<file path="src/rtl/relay_coil_sequencer_if.sv">
// ---------------------------------------------------------------------------
// relay_coil_sequencer_if
//
// Purpose:
//    Bundles the command strobe coming from the relay register wrapper and the
//    status / coil-drive signals produced by relay_coil_sequencer.
//
// Signals:
//    toggle_en       command strobe, one cycle wide
//    toggle_dir      1 = switch relay in (drive A side), 0 = switch out (B side)
//    toggle_channel  relay index 0..3
//    toggle_done     one-cycle pulse when a command has fully completed
//    busy            high while a command is in progress
//    cmd_dropped     one-cycle pulse when a strobe was rejected
//    relay_a         H-bridge A-side drive, one bit per relay
//    relay_b         H-bridge B-side drive, one bit per relay
//
// Modports:
//    master  the command issuer (register wrapper or testbench)
//    slave   the sequencer itself
// ---------------------------------------------------------------------------
interface relay_coil_sequencer_if;

   logic       toggle_en;
   logic       toggle_dir;
   logic [1:0] toggle_channel;
   logic       toggle_done;
   logic       busy;
   logic       cmd_dropped;
   logic [3:0] relay_a;
   logic [3:0] relay_b;

   modport master (
      output toggle_en,
      output toggle_dir,
      output toggle_channel,
      input  toggle_done,
      input  busy,
      input  cmd_dropped,
      input  relay_a,
      input  relay_b
   );

   modport slave (
      input  toggle_en,
      input  toggle_dir,
      input  toggle_channel,
      output toggle_done,
      output busy,
      output cmd_dropped,
      output relay_a,
      output relay_b
   );

endinterface

</file>
<file path="src/rtl/relay_coil_sequencer.sv">
// ---------------------------------------------------------------------------
// relay_coil_sequencer
//
// Purpose:
//    Self-timed coil driver for four latching relays. A command strobe picks a
//    relay and a direction; the block then produces an outputs-low guard
//    interval, a single-polarity H-bridge drive pulse, an outputs-low
//    mechanical settle interval, and finally a one-cycle toggle_done pulse.
//    All outputs are registered so the coil drivers never see combinational
//    glitches.
//
// Ports:
//    clk_250mhz  single clock (APB pclk)
//    rst_n       asynchronous active-low reset; de-energises coils at once
//    bus         relay_coil_sequencer_if.slave
//                  in : toggle_en, toggle_dir, toggle_channel
//                  out: toggle_done, busy, cmd_dropped, relay_a, relay_b
//
// Parameters:
//    PULSE_CYCLES   coil drive length in clocks, must be >= 1
//    DEAD_CYCLES    outputs-low guard before the drive pulse, 0 skips it
//    SETTLE_CYCLES  outputs-low settle time after the drive pulse, 0 skips it
//
// Build option:
//    RELAY_CMD_QUEUE_EN  when defined, a one-entry pending buffer holds a
//                        single command received while busy and launches it
//                        straight out of the DONE cycle.
// ---------------------------------------------------------------------------
module relay_coil_sequencer #(
   parameter int PULSE_CYCLES  = 1250000,
   parameter int DEAD_CYCLES   = 250,
   parameter int SETTLE_CYCLES = 2500000
) (
   input  logic                  clk_250mhz,
   input  logic                  rst_n,
   relay_coil_sequencer_if.slave bus
);

   // A zero-length drive pulse would make the whole sequence meaningless.
   generate
      if (PULSE_CYCLES < 1) begin : g_badPulseCycles
         $error("relay_coil_sequencer: PULSE_CYCLES must be >= 1");
      end
   endgenerate

   // One down-counter serves every timed phase, so it is sized for the
   // longest of them.
   localparam int MAX_DP  = (PULSE_CYCLES > DEAD_CYCLES) ? PULSE_CYCLES : DEAD_CYCLES;
   localparam int MAX_ALL = (MAX_DP > SETTLE_CYCLES) ? MAX_DP : SETTLE_CYCLES;
   localparam int CNT_W   = $clog2(MAX_ALL + 1);

   // A phase of N cycles loads N-1 and ends on the cycle the counter reads 0.
   localparam logic [CNT_W-1:0] PULSE_LOAD  = CNT_W'(PULSE_CYCLES - 1);
   localparam logic [CNT_W-1:0] DEAD_LOAD   = (DEAD_CYCLES > 0)   ? CNT_W'(DEAD_CYCLES - 1)   : '0;
   localparam logic [CNT_W-1:0] SETTLE_LOAD = (SETTLE_CYCLES > 0) ? CNT_W'(SETTLE_CYCLES - 1) : '0;

   typedef enum logic [2:0] {
      S_IDLE,
      S_PREDEAD,
      S_DRIVE,
      S_SETTLE,
      S_DONE
   } state_t;

   state_t           r_state;
   logic [CNT_W-1:0] r_count;
   logic [1:0]       r_ch;
   logic             r_dir;
   logic             r_busy;
   logic             r_toggleDone;
   logic             r_cmdDropped;
   logic [3:0]       r_relayA;
   logic [3:0]       r_relayB;

`ifdef RELAY_CMD_QUEUE_EN
   logic             r_qValid;
   logic [1:0]       r_qCh;
   logic             r_qDir;
   logic             w_store;
`endif

   logic             w_startNow;
   logic             w_drop;
   logic [1:0]       w_startCh;
   logic             w_startDir;
   logic [3:0]       w_startA;
   logic [3:0]       w_startB;
   logic [3:0]       w_holdA;
   logic [3:0]       w_holdB;

   function automatic logic [3:0] f_channelMask(input logic [1:0] ch);
      f_channelMask = 4'b0001 << ch;
   endfunction

   // Selects the command that would be launched this cycle. A buffered
   // command always has priority over a fresh strobe because it arrived first.
   always_comb begin
      w_startCh  = bus.toggle_channel;
      w_startDir = bus.toggle_dir;
`ifdef RELAY_CMD_QUEUE_EN
      if (r_qValid) begin
         w_startCh  = r_qCh;
         w_startDir = r_qDir;
      end
`endif
   end

`ifdef RELAY_CMD_QUEUE_EN
   // With the buffer present a new command can start from IDLE, or directly
   // out of DONE when either the buffer holds one or a strobe arrives while the
   // buffer is empty (that strobe is as good as stored and consumed at once).
   // Only a strobe that meets a full buffer is rejected.
   assign w_startNow = ((r_state == S_IDLE) && bus.toggle_en) ||
                       ((r_state == S_DONE) && (r_qValid || bus.toggle_en));
   assign w_drop     = bus.toggle_en && (r_state != S_IDLE) && r_qValid;
   assign w_store    = bus.toggle_en && (r_state != S_IDLE) && (r_state != S_DONE) && !r_qValid;
`else
   // Without the buffer only IDLE accepts; every other strobe is rejected.
   assign w_startNow = (r_state == S_IDLE) && bus.toggle_en;
   assign w_drop     = bus.toggle_en && (r_state != S_IDLE);
`endif

   // Coil patterns for a command being launched straight into DRIVE, and for
   // the latched command when PREDEAD hands over to DRIVE.
   assign w_startA = w_startDir  ? f_channelMask(w_startCh) : 4'b0000;
   assign w_startB = !w_startDir ? f_channelMask(w_startCh) : 4'b0000;
   assign w_holdA  = r_dir       ? f_channelMask(r_ch)      : 4'b0000;
   assign w_holdB  = !r_dir      ? f_channelMask(r_ch)      : 4'b0000;

   // Sequencer state machine. Every output is a register written here so
   // relay_a/relay_b can only ever be energised in DRIVE, and every DRIVE is
   // bracketed by states whose coil outputs are all zero.
   always_ff @(posedge clk_250mhz or negedge rst_n) begin
      if (!rst_n) begin
         r_state      <= S_IDLE;
         r_count      <= '0;
         r_ch         <= 2'b00;
         r_dir        <= 1'b0;
         r_busy       <= 1'b0;
         r_toggleDone <= 1'b0;
         r_cmdDropped <= 1'b0;
         r_relayA     <= 4'b0000;
         r_relayB     <= 4'b0000;
`ifdef RELAY_CMD_QUEUE_EN
         r_qValid     <= 1'b0;
         r_qCh        <= 2'b00;
         r_qDir       <= 1'b0;
`endif
      end else begin
         r_cmdDropped <= w_drop;
         r_toggleDone <= 1'b0;

         if (w_startNow) begin
            r_ch   <= w_startCh;
            r_dir  <= w_startDir;
            r_busy <= 1'b1;
            if (DEAD_CYCLES > 0) begin
               r_state  <= S_PREDEAD;
               r_count  <= DEAD_LOAD;
               r_relayA <= 4'b0000;
               r_relayB <= 4'b0000;
            end else begin
               r_state  <= S_DRIVE;
               r_count  <= PULSE_LOAD;
               r_relayA <= w_startA;
               r_relayB <= w_startB;
            end
         end else begin
            case (r_state)
               S_IDLE: begin
                  r_busy   <= 1'b0;
                  r_relayA <= 4'b0000;
                  r_relayB <= 4'b0000;
               end

               S_PREDEAD: begin
                  if (r_count == '0) begin
                     r_state  <= S_DRIVE;
                     r_count  <= PULSE_LOAD;
                     r_relayA <= w_holdA;
                     r_relayB <= w_holdB;
                  end else begin
                     r_count <= r_count - CNT_W'(1);
                  end
               end

               S_DRIVE: begin
                  if (r_count == '0) begin
                     r_relayA <= 4'b0000;
                     r_relayB <= 4'b0000;
                     if (SETTLE_CYCLES > 0) begin
                        r_state <= S_SETTLE;
                        r_count <= SETTLE_LOAD;
                     end else begin
                        r_state      <= S_DONE;
                        r_toggleDone <= 1'b1;
                     end
                  end else begin
                     r_count <= r_count - CNT_W'(1);
                  end
               end

               S_SETTLE: begin
                  if (r_count == '0) begin
                     r_state      <= S_DONE;
                     r_toggleDone <= 1'b1;
                  end else begin
                     r_count <= r_count - CNT_W'(1);
                  end
               end

               S_DONE: begin
                  r_state  <= S_IDLE;
                  r_busy   <= 1'b0;
                  r_relayA <= 4'b0000;
                  r_relayB <= 4'b0000;
               end

               default: begin
                  r_state  <= S_IDLE;
                  r_busy   <= 1'b0;
                  r_count  <= '0;
                  r_relayA <= 4'b0000;
                  r_relayB <= 4'b0000;
               end
            endcase
         end

`ifdef RELAY_CMD_QUEUE_EN
         // The buffer fills from a strobe during a busy phase and is emptied
         // by the DONE cycle, which launches whatever it held.
         if (w_store) begin
            r_qValid <= 1'b1;
            r_qCh    <= bus.toggle_channel;
            r_qDir   <= bus.toggle_dir;
         end else if (r_state == S_DONE) begin
            r_qValid <= 1'b0;
         end
`endif
      end
   end

   assign bus.toggle_done = r_toggleDone;
   assign bus.busy        = r_busy;
   assign bus.cmd_dropped = r_cmdDropped;
   assign bus.relay_a     = r_relayA;
   assign bus.relay_b     = r_relayB;

endmodule

</file>
<file path="src/flat_wrapper.sv">
// flat-port wrapper written by rule: the top's interface ports become plain ports
module relay_coil_sequencer_flat 
#(
   parameter int PULSE_CYCLES  = 1250000,
   parameter int DEAD_CYCLES   = 250,
   parameter int SETTLE_CYCLES = 2500000
)
  (clk_250mhz, rst_n, bus_toggle_en, bus_toggle_dir, bus_toggle_channel, bus_toggle_done, bus_busy, bus_cmd_dropped, bus_relay_a, bus_relay_b);
  relay_coil_sequencer_if bus_i ();
  input  logic clk_250mhz;
  input  logic rst_n;
  input wire logic [$bits(bus_i.toggle_en)-1:0] bus_toggle_en;
  input wire logic [$bits(bus_i.toggle_dir)-1:0] bus_toggle_dir;
  input wire logic [$bits(bus_i.toggle_channel)-1:0] bus_toggle_channel;
  output wire logic [$bits(bus_i.toggle_done)-1:0] bus_toggle_done;
  output wire logic [$bits(bus_i.busy)-1:0] bus_busy;
  output wire logic [$bits(bus_i.cmd_dropped)-1:0] bus_cmd_dropped;
  output wire logic [$bits(bus_i.relay_a)-1:0] bus_relay_a;
  output wire logic [$bits(bus_i.relay_b)-1:0] bus_relay_b;
  assign bus_i.toggle_en = bus_toggle_en;
  assign bus_i.toggle_dir = bus_toggle_dir;
  assign bus_i.toggle_channel = bus_toggle_channel;
  assign bus_toggle_done = bus_i.toggle_done;
  assign bus_busy = bus_i.busy;
  assign bus_cmd_dropped = bus_i.cmd_dropped;
  assign bus_relay_a = bus_i.relay_a;
  assign bus_relay_b = bus_i.relay_b;
  relay_coil_sequencer #(.PULSE_CYCLES(PULSE_CYCLES), .DEAD_CYCLES(DEAD_CYCLES), .SETTLE_CYCLES(SETTLE_CYCLES)) u_core (.clk_250mhz(clk_250mhz), .rst_n(rst_n), .bus(bus_i));
endmodule
</file>
<file path="config.mk">
export PLATFORM = sky130hd
export DESIGN_NAME = relay_coil_sequencer_flat
export DESIGN_NICKNAME = d
export VERILOG_FILES = /design/src/rtl/relay_coil_sequencer_if.sv /design/src/rtl/relay_coil_sequencer.sv /design/src/flat_wrapper.sv
export SDC_FILE = /design/constraint.sdc
export NUM_CORES = 1
export LEC_CHECK = 0
export BUFFER_PORTS_ARGS = -buffer_cell sky130_fd_sc_hd__buf_2
export CAP_MARGIN = 20
export CORE_UTILIZATION = 55
export DETAILED_ROUTE_END_ITERATION = 6
export PLACE_DENSITY = 0.82
export RECOVER_POWER = 50
export SLEW_MARGIN = 20
export SYNTH_ARGS = -nofsm -noshare
export SYNTH_HDL_FRONTEND = slang
export SYNTH_SLANG_ARGS = --single-unit
</file>
<file path="constraint.sdc">
create_clock -name clk_250mhz -period 3.3 [get_ports clk_250mhz]
set_clock_uncertainty 0.15 [all_clocks]
set_input_delay 0.165 -clock clk_250mhz [delete_from_list [all_inputs] [get_ports clk_250mhz]]
set_output_delay 0.165 -clock clk_250mhz [all_outputs]
set_load 0.005 [all_outputs]
</file>
Word-level counts from Yosys, hierarchy flattened --
Cells that the tools add are included.
Word-level totals: register bits 39, logic and storage cells 57
Cells by class: $add $sub $neg 1, equality and inequality tests 12, shifts and indexed selects 1, muxes and demuxes 24, reduce and logical (&&, ||, !) cells 10
Operators by type and width (count):
- two-way mux 22 bit | 4
- one-hot mux 22 bit (4 select lines) | 1
- two-way mux 4 bit | 7
- one-hot mux 4 bit (3 select lines) | 2
- zero test 22 bit | 1
- subtractor 22 x 1 -> 22 bit, second input constant | 1
- two-way mux 3 bit | 4
- one-hot mux 3 bit (4 select lines) | 1
- != test 3 x 1 -> 1 bit, second input constant | 3
- != test 2 x 1 -> 1 bit, second input constant | 4
- == test 3 x 2 -> 1 bit, second input constant | 2
- two-way mux 1 bit | 5
- AND reduction 4 bit | 1
- left shift 1 x 2 -> 4 bit, first input constant | 1
- == test 3 x 1 -> 1 bit, second input constant | 1
- == test 3 bit, second input constant | 1
- zero test 3 bit | 1
- != test 3 x 2 -> 1 bit, second input constant | 1
- AND reduction 3 bit | 1
- nonzero test 3 bit | 1
- OR reduction 3 bit | 1
- logical AND 1 bit | 2
- AND reduction 2 bit | 1
- OR reduction 2 bit | 1

Depth between registers and ports, before layout --
Gate-level depths: netlist (run 1).
depth in word-level cells 5, mapped depth 9, depth with buffers taken out 7

Worst setup path before layout (run 1) --
Ideal clock, no wire load.
path kind flip-flop to flip-flop, from register u_core.r_count[0], to register u_core.r_count[19], arrival 2116 ps, path slack 908 ps, cell stages (with the launch flop) 9, buffers on the path 1, clock period less this slack 2392 ps, path through dfrtp_1 > inv_1 > ha_1 > nor3b_2 > and4_1 > buf_4 > a41oi_2 > o311a_1 > a221o_1
Between the ends: word-level cells in the longest chain between the ends 4, elaborated cells between the ends (all ways) 9, classes of those cells 1 x add/sub; 1 x eq/ne; 5 x mux; 2 x reduce/logical
Ends and longest elaborated chain:
- start, declared | RTL line relay_coil_sequencer.sv:66 | logic [CNT_W-1:0] r_count;
- start signal, assigned | RTL line relay_coil_sequencer.sv:183 | r_count <= r_count - CNT_W'(1);
- start signal, assigned | RTL line relay_coil_sequencer.sv:199 | r_count <= r_count - CNT_W'(1);
- start signal, assigned | RTL line relay_coil_sequencer.sv:208 | r_count <= r_count - CNT_W'(1);
- subtractor 22 x 1 -> 22 bit / zero test 22 bit (equally long branches)
- two-way mux 22 bit (on tied branches) | RTL line relay_coil_sequencer.sv:204, relay_coil_sequencer.sv:177, relay_coil_sequencer.sv:188
- one-hot mux 22 bit (4 select lines) | RTL line relay_coil_sequencer.sv:169 | case (r_state)
- two-way mux 22 bit | RTL line relay_coil_sequencer.sv:153 | if (w_startNow) begin
Several ways; a longest one is shown, not always the timed one. The select of a mux whose other input is x is not followed. A chain may end at the register's enable or synchronous reset.

Final worst setup path (run 1) --
from register u_core.r_count[6], to register u_core.r_relayB[3], in the netlist u_core.bus.relay_b[3]
Between the ends: word-level cells in the longest chain between the ends 3, elaborated cells between the ends (all ways) 4, classes of those cells 2 x eq/ne; 2 x reduce/logical
Ends and longest elaborated chain:
- zero test 22 bit (*) | RTL line relay_coil_sequencer.sv:177, relay_coil_sequencer.sv:188
- != test 3 x 1 -> 1 bit (no line)
- AND reduction 3 bit (no line) (*)
- end signal, assigned | RTL line relay_coil_sequencer.sv:166 | r_relayB <= w_startB;
- end signal, assigned | RTL line relay_coil_sequencer.sv:181 | r_relayB <= w_holdB;
- end, declared | RTL line relay_coil_sequencer.sv:73 | logic [3:0] r_relayB;
Mark *: on every way between the ends. The rest lies on a longest branch, timed or not.

==> reports/metrics.cfg, run 1 <==
[yosys]
synth_edf_count = 0
synthTopCellsByCount = 39 x dfrtp_1, 36 x nand2_1, 22 x nor2_1, 13 x o21ai_1
synth-xor-area-share_pct = 0.776
yosys.area_share.simple_pct = 28.7
synth_cells = 245
synth.net_count = 252
synth_area_leaders = dfrtp_1 43%, nand2_1 6.0%, nor2_1 3.7%, o21ai_1 2.9%, nor3_1 2.4%
yosysSeqAreaShare_pct = 43.2
synth_top_area_share_pct = 43.2
yosysWarnings = 0
synth_compound_area_share_pct = 23.4
synth_ff_type = dfrtp_1
yosysMostFrequentCell = dfrtp_1
synth_mux_area_share_pct = 0
synthAdderAreaFrac_pct = 0.554
async_reset_ff_share_pct = 100
synth_top_area_cell = dfrtp_1
yosys_register_bits = 39
syn_avg_cell_area_sq_um = 9.21
synthDistinctLibCells = 53
syn_area_sq_um = 2260
synth_top_family_by_area = simple AND/OR/NAND/NOR gates

[layout]
area_growth_pct = 11.8
final_nets = 271
final_util_pct = 66.4
layout-drive-gt1-share_pct = 13.6
antenna_cells = 0
finalNonFillerCells = 313

[job]
maxCapViolCount = 1

[floorplanning]
core_sq_um = 3800
initial_utilization_pct = 59.4
die_area_sq_um = 4360
io_pins = 17
row_count = 22
die_x_microns = 66.1
chipHeight_microns = 66.1

[timing]
fin_crit_sh_pct = 82.6
setup_ws_ns = 0.574
slew_headroom_pct = -40.3
fmax_mhz = 367
worstMarginPinSlew_ns = 2.10
rsz0062_at_grt = no
drv_slew = 40
tns_ns = 0
setup_viol = 0
fin_crit_ns = 2.73
hold_viol = 0

[cts]
h-tree-depth = 2
cts_resized = 0
ctsLongestPathBuffers = 2
cts_buffers = 5
ctsHoldBuffers = 5
clkTransAtPathRegs_ns = 0.08
postCtsSetupBuffers = 0
cts_sinks = 39
clock_latency_ns = 0.29
cts_tree = done
root_buffer = clkbuf_8

[outcome]
failed_checks = max-capacitance violations, max-slew violations
status = finished with violations

[setup_path]
cp.arrival_ns = 2.74
reg2regPathDepth = 4
endpoint_kind = flip-flop
startpoint_type = flip-flop
cp.required_ns = 3.31
crit_path_max_fanout = 19
cp_slowest_cell = nor4_4
slowest_delay_ns = 0.57
critical_path_class = reg -> reg
crit_chain = nor4_4, and4_1, a41oi_2, o41ai_1

[grt]
grt_overflow = 0
grt_max_degree = 40
grt_pass1_wl_microns = 9380
antenna_found_initial = 0
grt_pass1_vias = 1872
grt_usage_pct = 28.9

[min_path]
worstHoldPathCells = 2
worstHoldPathType = reg -> reg

[drt]
firstDrtPassIters = 5
ant_nets = 0
drtIter0Drc = 271
drc = 0
via_per_inst = 6.52
wl_per_cell_microns = 17.5
drt_wl_total_microns = 5480
vias = 2041

[placement]
gp_congestion = 0.886
post-place-ws_ns = 0.586
placedCellCount = 300
io_buffers = 16
dp_hpwl_microns = 3760

[power_and_ir_drop]
cellPowerDensity_nw_per_um2 = 362
leakagePower_uw = 0.00103
irDropWorstVdd_uv = 295
total_power_uw = 915

-- cells by family (layout without fill, tap and decap cells) --
group,after synthesis,after routing
AO/OA/AOI/OAI,73,73
AND/OR/NAND/NOR,114,114
flip-flops,39,39
XOR/XNOR,2,2
adder cells (fa/ha/maj),1,1
buffers and inverters,16,36
-- per-layer routing --
metal | up-vias | part of all wire [%] | track usage (%)
li1 | 971 | - | -
met1 | 955 | 43 | 42.3
met2 | 104 | 47 | 42.2
met3 | 11 | 8.3 | 6.72
met4 | 0 | 1.5 | 9.04
met5 | - | 0 | 0
-- per-stage QoR --
step,hold slack [ns],area (sq um)
2_1_floorplan,-0.281,2260
3_3_place_gp,0.157,2360
3_5_place_dp,0.176,2360
4_1_cts,0.332,2530
5_1_grt,0.357,2520
6_report,0.332,2520
-- power breakdown --
part,leakage [uW],switching [uW],total [uW],internal [uW]
Combinational,0.000541,16.0,24.8,8.80
Clock,0.0000612,163,407,245
Sequential,0.000431,2.68,483,480
-- flip-flops by register name, indices dropped and copies added (netlist names) --
signal                  flops
u_core.bus.busy             1
u_core.bus.cmd_dropped      1
u_core.bus.relay_a          4
u_core.bus.relay_b          4
u_core.bus.toggle_done      1
u_core.r_ch                 2
u_core.r_count             22
u_core.r_dir                1
u_core.r_state              3
-- path summary, 6_finish.rpt --
check / from / end / slack [ns]
worst max-delay path: u_core.r_count[6] / u_core.bus.relay_b[3] / 0.57
worst min-delay path: u_core.bus.relay_b[0] / u_core.bus.relay_b[0] / 0.33
worst max register to register: u_core.r_count[6] / u_core.bus.relay_b[3] / 0.57
worst min register to register: u_core.bus.relay_b[0] / u_core.bus.relay_b[0] / 0.33
max in group asynchronous: rst_n / u_core.bus.relay_a[3] / 0.91
min in group asynchronous: rst_n / u_core.r_count[5] / 0.88
-- layout make-up --
cell class	instances	area [sq um]
Fill cell	285	1270
Clock inverter	2	35.0
Inverter	4	15.0
Multi-Input combinational cell	190	1210
Sequential cell	39	976
Clock buffer	6	82.6
Tap cell	48	60.1
Timing Repair Buffer	24	149
-- critical path: cells and delay by family (launching register included) --
family,cells,cell delay (ns)
AOI/OAI and AO/OA,2,1.01
and+or+nand+nor,2,1.00
DFF,1,0.43
-- cell usage in the layout, fill, tap and decap left out, types with 4 or more instances in the layout --
master	Yosys	layout
dfrtp_1	39	39
nand2_1	36	36
nor2_1	22	22
o21ai_1	13	13
buf_2	3	13
nor3_1	11	11
o21ai_0	11	11
a31oi_1	8	8
a21oi_1	8	8
clkbuf_8	0	6
nand2b_1	5	5
or3_1	5	5
nand3_1	5	5
o41ai_1	5	5
dlygate4sd3_1	0	5
inv_1	4	4
or2_1	4	4
nand4_1	4	4
a22o_1	4	4
o31ai_1	4	4
(Power assumes the default switching activity.)
==> run 2, diff against run 1 <==
Settings changed: ABC_AREA set to 1.
Clock period 3.3 ns to 2.7 ns, I/O delays scaled along.
==> run 2 against run 1 <==
Effect of this change:
- the flow now finishes without violations
- clock power increased by 43%
- largest cell class unchanged
- register-to-register slack got worse by 0.18 ns
- via count increased by 2.6%
- first-iteration DRC count decreased by 37%
- non-clock buffer count decreased by 2
- critical path depth increased by 6
- area after synthesis increased by 3.7%
- utilization decreased by 1.8 points
==> reports/metrics.cfg, run 2 <==
[outcome]
status = finished, final reports clean  ; was finished with violations

[yosys]
synthTopCellsByCount = 115 x nand2_1, 39 x dfrtp_1, 33 x nor2_1, 30 x inv_1, 23 x nand3_1  ; was 39 x dfrtp_1, 36 x nand2_1, 22 x nor2_1, 13 x o21ai_1
synth_area_leaders = dfrtp_1 42%, nand2_1 18%, nor2_1 5.3%, nand3_1 4.9%, inv_1 4.8%  ; was dfrtp_1 43%, nand2_1 6.0%, nor2_1 3.7%, o21ai_1 2.9%, nor3_1 2.4%
synth_top_area_share_pct = 41.7  ; was 43.2%
synth_top_area_cell = dfrtp_1  ; unchanged
synth_ff_type = dfrtp_1  ; unchanged
synth_cells = 317  ; was 245
synth_edf_count = 0  ; unchanged
async_reset_ff_share_pct = 100  ; unchanged
synth.net_count = 324  ; was 252
syn_avg_cell_area_sq_um = 7.38  ; was 9.21 sq um
syn_area_sq_um = 2340  ; was 2260 sq um
yosysWarnings = 0  ; unchanged
synthDistinctLibCells = 29  ; was 53
yosysMostFrequentCell = nand2_1  ; was dfrtp_1
yosys_register_bits = 39  ; unchanged
yosysSeqAreaShare_pct = 41.7  ; was 43.2%

[timing]
slew_headroom_pct = 34.6  ; was -40.3%
whs_ns = 0.335  ; was 0.332 ns
setup_viol = 0  ; unchanged
hold_viol = 0  ; unchanged
rsz0062_at_grt = no  ; unchanged
tns_ns = 0  ; unchanged
fin_crit_ns = 2.31  ; was 2.73 ns
fmax_mhz = 434  ; was 367 MHz
drv_slew = 0  ; was 40
worstMarginPinSlew_ns = 0.981  ; was 2.10 ns
fin_crit_sh_pct = 85.4  ; was 82.6%
setup_ws_ns = 0.394  ; was 0.574 ns

[placement]
post-place-ws_ns = 0.436  ; was 0.586 ns
placedCellCount = 379  ; was 300
gp_congestion = 0.935  ; was 0.886
dp_hpwl_microns = 3740  ; was 3760 microns
io_buffers = 16  ; unchanged

[layout]
layout-drive-gt1-share_pct = 12.9  ; was 13.6%
mostFrequentLayoutCells = 115 x nand2_1, 39 x dfrtp_1, 33 x nor2_1  ; was 39 x dfrtp_1, 36 x nand2_1, 22 x nor2_1
area_growth_pct = 11.3  ; was 11.8%
fillers = 340  ; was 285
largest_register_ffs = 22  ; unchanged
antenna_cells = 0  ; unchanged
finalNonFillerCells = 392  ; was 313
regMostFlops = u_core.r_count  ; unchanged
final_common_cell = nand2_1  ; was dfrtp_1
final_nets = 348  ; was 271

[setup_path]
timing.rr.start = u_core.r_count[0]  ; was u_core.r_count[6]
reg2regPathDepth = 10  ; was 4
timing.rr.end = u_core.r_count[17]  ; was u_core.bus.relay_b[3]
critical_path_class = reg -> reg  ; unchanged
critPathTopFamily = simple AND/OR/NAND/NOR gates  ; was compound AO/OA/AOI/OAI gates
r2r_setup_slack_ns = 0.39  ; was 0.57 ns
crit_path_max_fanout = 15  ; was 19
path_buf_inv = 2  ; was 0
startpoint_type = flip-flop  ; unchanged
cp.arrival_ns = 2.34  ; was 2.74 ns
endpoint_kind = flip-flop  ; unchanged
crit_chain = inv_1, ha_1, nand2_2, nor2_4, nand4_2, nand2_2, buf_4, nor2_2, nand2_1, nand2_1  ; was nor4_4, and4_1, a41oi_2, o41ai_1
cp_slowest_cell = dfrtp_1  ; was nor4_4
slowest_delay_ns = 0.38  ; was 0.57 ns
cp.required_ns = 2.73  ; was 3.31 ns

[power_and_ir_drop]
irDropWorstVdd_uv = 240  ; was 295 uV
cellPowerDensity_nw_per_um2 = 456  ; was 362 nW/um^2
leakagePower_uw = 0.00136  ; was 0.00103 uW
total_power_uw = 1190  ; was 915 uW

[min_path]
hp-start = u_core.bus.busy  ; was u_core.bus.relay_b[0]
worstHoldPathType = reg -> reg  ; unchanged
hold_end = u_core.bus.busy  ; was u_core.bus.relay_b[0]
worstHoldPathCells = 2  ; unchanged

[grt]
grt_max_degree = 40  ; unchanged
gr-usage-met1_pct = 32.3  ; was 42.3%
grtUsageMet2_pct = 43.9  ; was 42.2%
grt_pass1_vias = 1917  ; was 1872
grt-busiest-layer = met2  ; was met1
antenna_found_initial = 0  ; unchanged
grt_overflow = 0  ; unchanged
met3_usage_pct = 5.41  ; was 6.72%
grt_pass1_wl_microns = 8710  ; was 9380 microns
grt_usage_pct = 26.3  ; was 28.9%

[drt]
vias = 2094  ; was 2041
via_per_inst = 5.34  ; was 6.52
firstDrtPassIters = 5  ; unchanged
drc = 0  ; unchanged
wl_per_cell_microns = 13.6  ; was 17.5 microns
drtIter0Drc = 172  ; was 271
drt_wl_total_microns = 5330  ; was 5480 microns
ant_nets = 0  ; unchanged

[floorplanning]
row_count = 23  ; was 22
die_x_microns = 67.2  ; was 66.1 microns
initial_utilization_pct = 58.1  ; was 59.4%
io_pins = 17  ; unchanged
chipHeight_microns = 67.2  ; was 66.1 microns
die_area_sq_um = 4520  ; was 4360 sq um
core_sq_um = 4030  ; was 3800 sq um

[cts]
cts_resized = 0  ; unchanged
postCtsSetupBuffers = 0  ; unchanged
h-tree-depth = 2  ; unchanged
ctsLongestPathBuffers = 2  ; unchanged
cts_buffers = 5  ; unchanged
cts_tree = done  ; unchanged
clock_latency_ns = 0.30  ; was 0.29 ns
root_buffer = clkbuf_8  ; unchanged
clkTransAtPathRegs_ns = 0.07  ; was 0.08 ns
cts_sinks = 39  ; unchanged

[job]
maxCapViolCount = 0  ; was 1

-- run 2: cell count changes in the layout (fill, tap and decap cells not counted), sizes merged, moves of 8 or more --
cell / change
buf: -9
nand2: +86
a31oi: -8
nor2: +21
inv: +28
nand3: +18
-- run 2: routing by layer --
layer	up-vias	share of wire, %	wire, microns
li1	1033	-	-
met1	985	44	2370
met2	58	48	2560
met3	18	4.7	251
met4	0	2.8	150
met5	-	0	0
-- run 2: report_power, final --
part | internal, uW | switching [uW] | leakage, uW | total, uW
Combinational | 7.79 | 14.0 | 0.000855 | 21.8
Sequential | 584 | 0.168 | 0.000435 | 585
Clock | 369 | 212 | 0.0000654 | 581
-- run 2: final cells by class --
type | instances | area (sq um) | share of cell area [%]
flip-flops and latches | 39 | 976 | 37.5
clock buffers | 6 | 72.6 | 2.79
multi-input cells | 241 | 1190 | 45.6
inverters | 32 | 120 | 4.61
clock inverters | 2 | 60.1 | 2.31
well taps | 50 | 62.6 | 2.40
repair buffers | 22 | 126 | 4.85
-- run 2: worst max path at each step --
stage	startpoint	cells past startpoint	to
floorplan	u_core.r_count[0]	11	u_core.bus.relay_a[0]
global placement	u_core.r_count[0]	10	u_core.r_count[17]
detailed placement	u_core.r_count[0]	10	u_core.r_count[1]
CTS	u_core.r_count[0]	10	u_core.r_count[17]
global route	u_core.r_count[0]	10	u_core.r_count[17]
finish	u_core.r_count[0]	10	u_core.r_count[17]
-- run 2: cell families (layout without fill, tap and decap cells) --
| group | count (synthesis) | in the layout | share of synthesized area, % |
|---|---|---|---|
| flops | 39 | 39 | 41.7 |
| buf+inv | 37 | 62 | 7.38 |
| compound gates | 26 | 26 | 6.63 |
| fa+ha+maj | 1 | 1 | 0.535 |
| simple gates | 202 | 202 | 39.3 |
| xor+xnor | 12 | 12 | 4.49 |
-- run 2: repair_timing --
item | 4_1_cts | 5_1_grt
endpoints found under the hold margin | 43 | 0
setup endpoints to repair | 0 | 0
hold buffers | 5 | 0
-- run 2: per-stage QoR --
step | instance area, sq um | util, %
finish | 2600 | 64.6
global placement | 2440 | 60.5
detailed placement | 2440 | 60.5
CTS | 2620 | 65.0
global route | 2600 | 64.6
floorplan | 2340 | -
-- run 2: worst reg2reg max path, stage by stage (launching register included) --
cell	delay, ns
dfrtp_1	0.38
inv_1	0.11
ha_1	0.23
nand2_2	0.11
nor2_4	0.29
nand4_2	0.21
nand2_2	0.31
buf_4	0.22
nor2_2	0.05
nand2_1	0.07
nand2_1	0.05
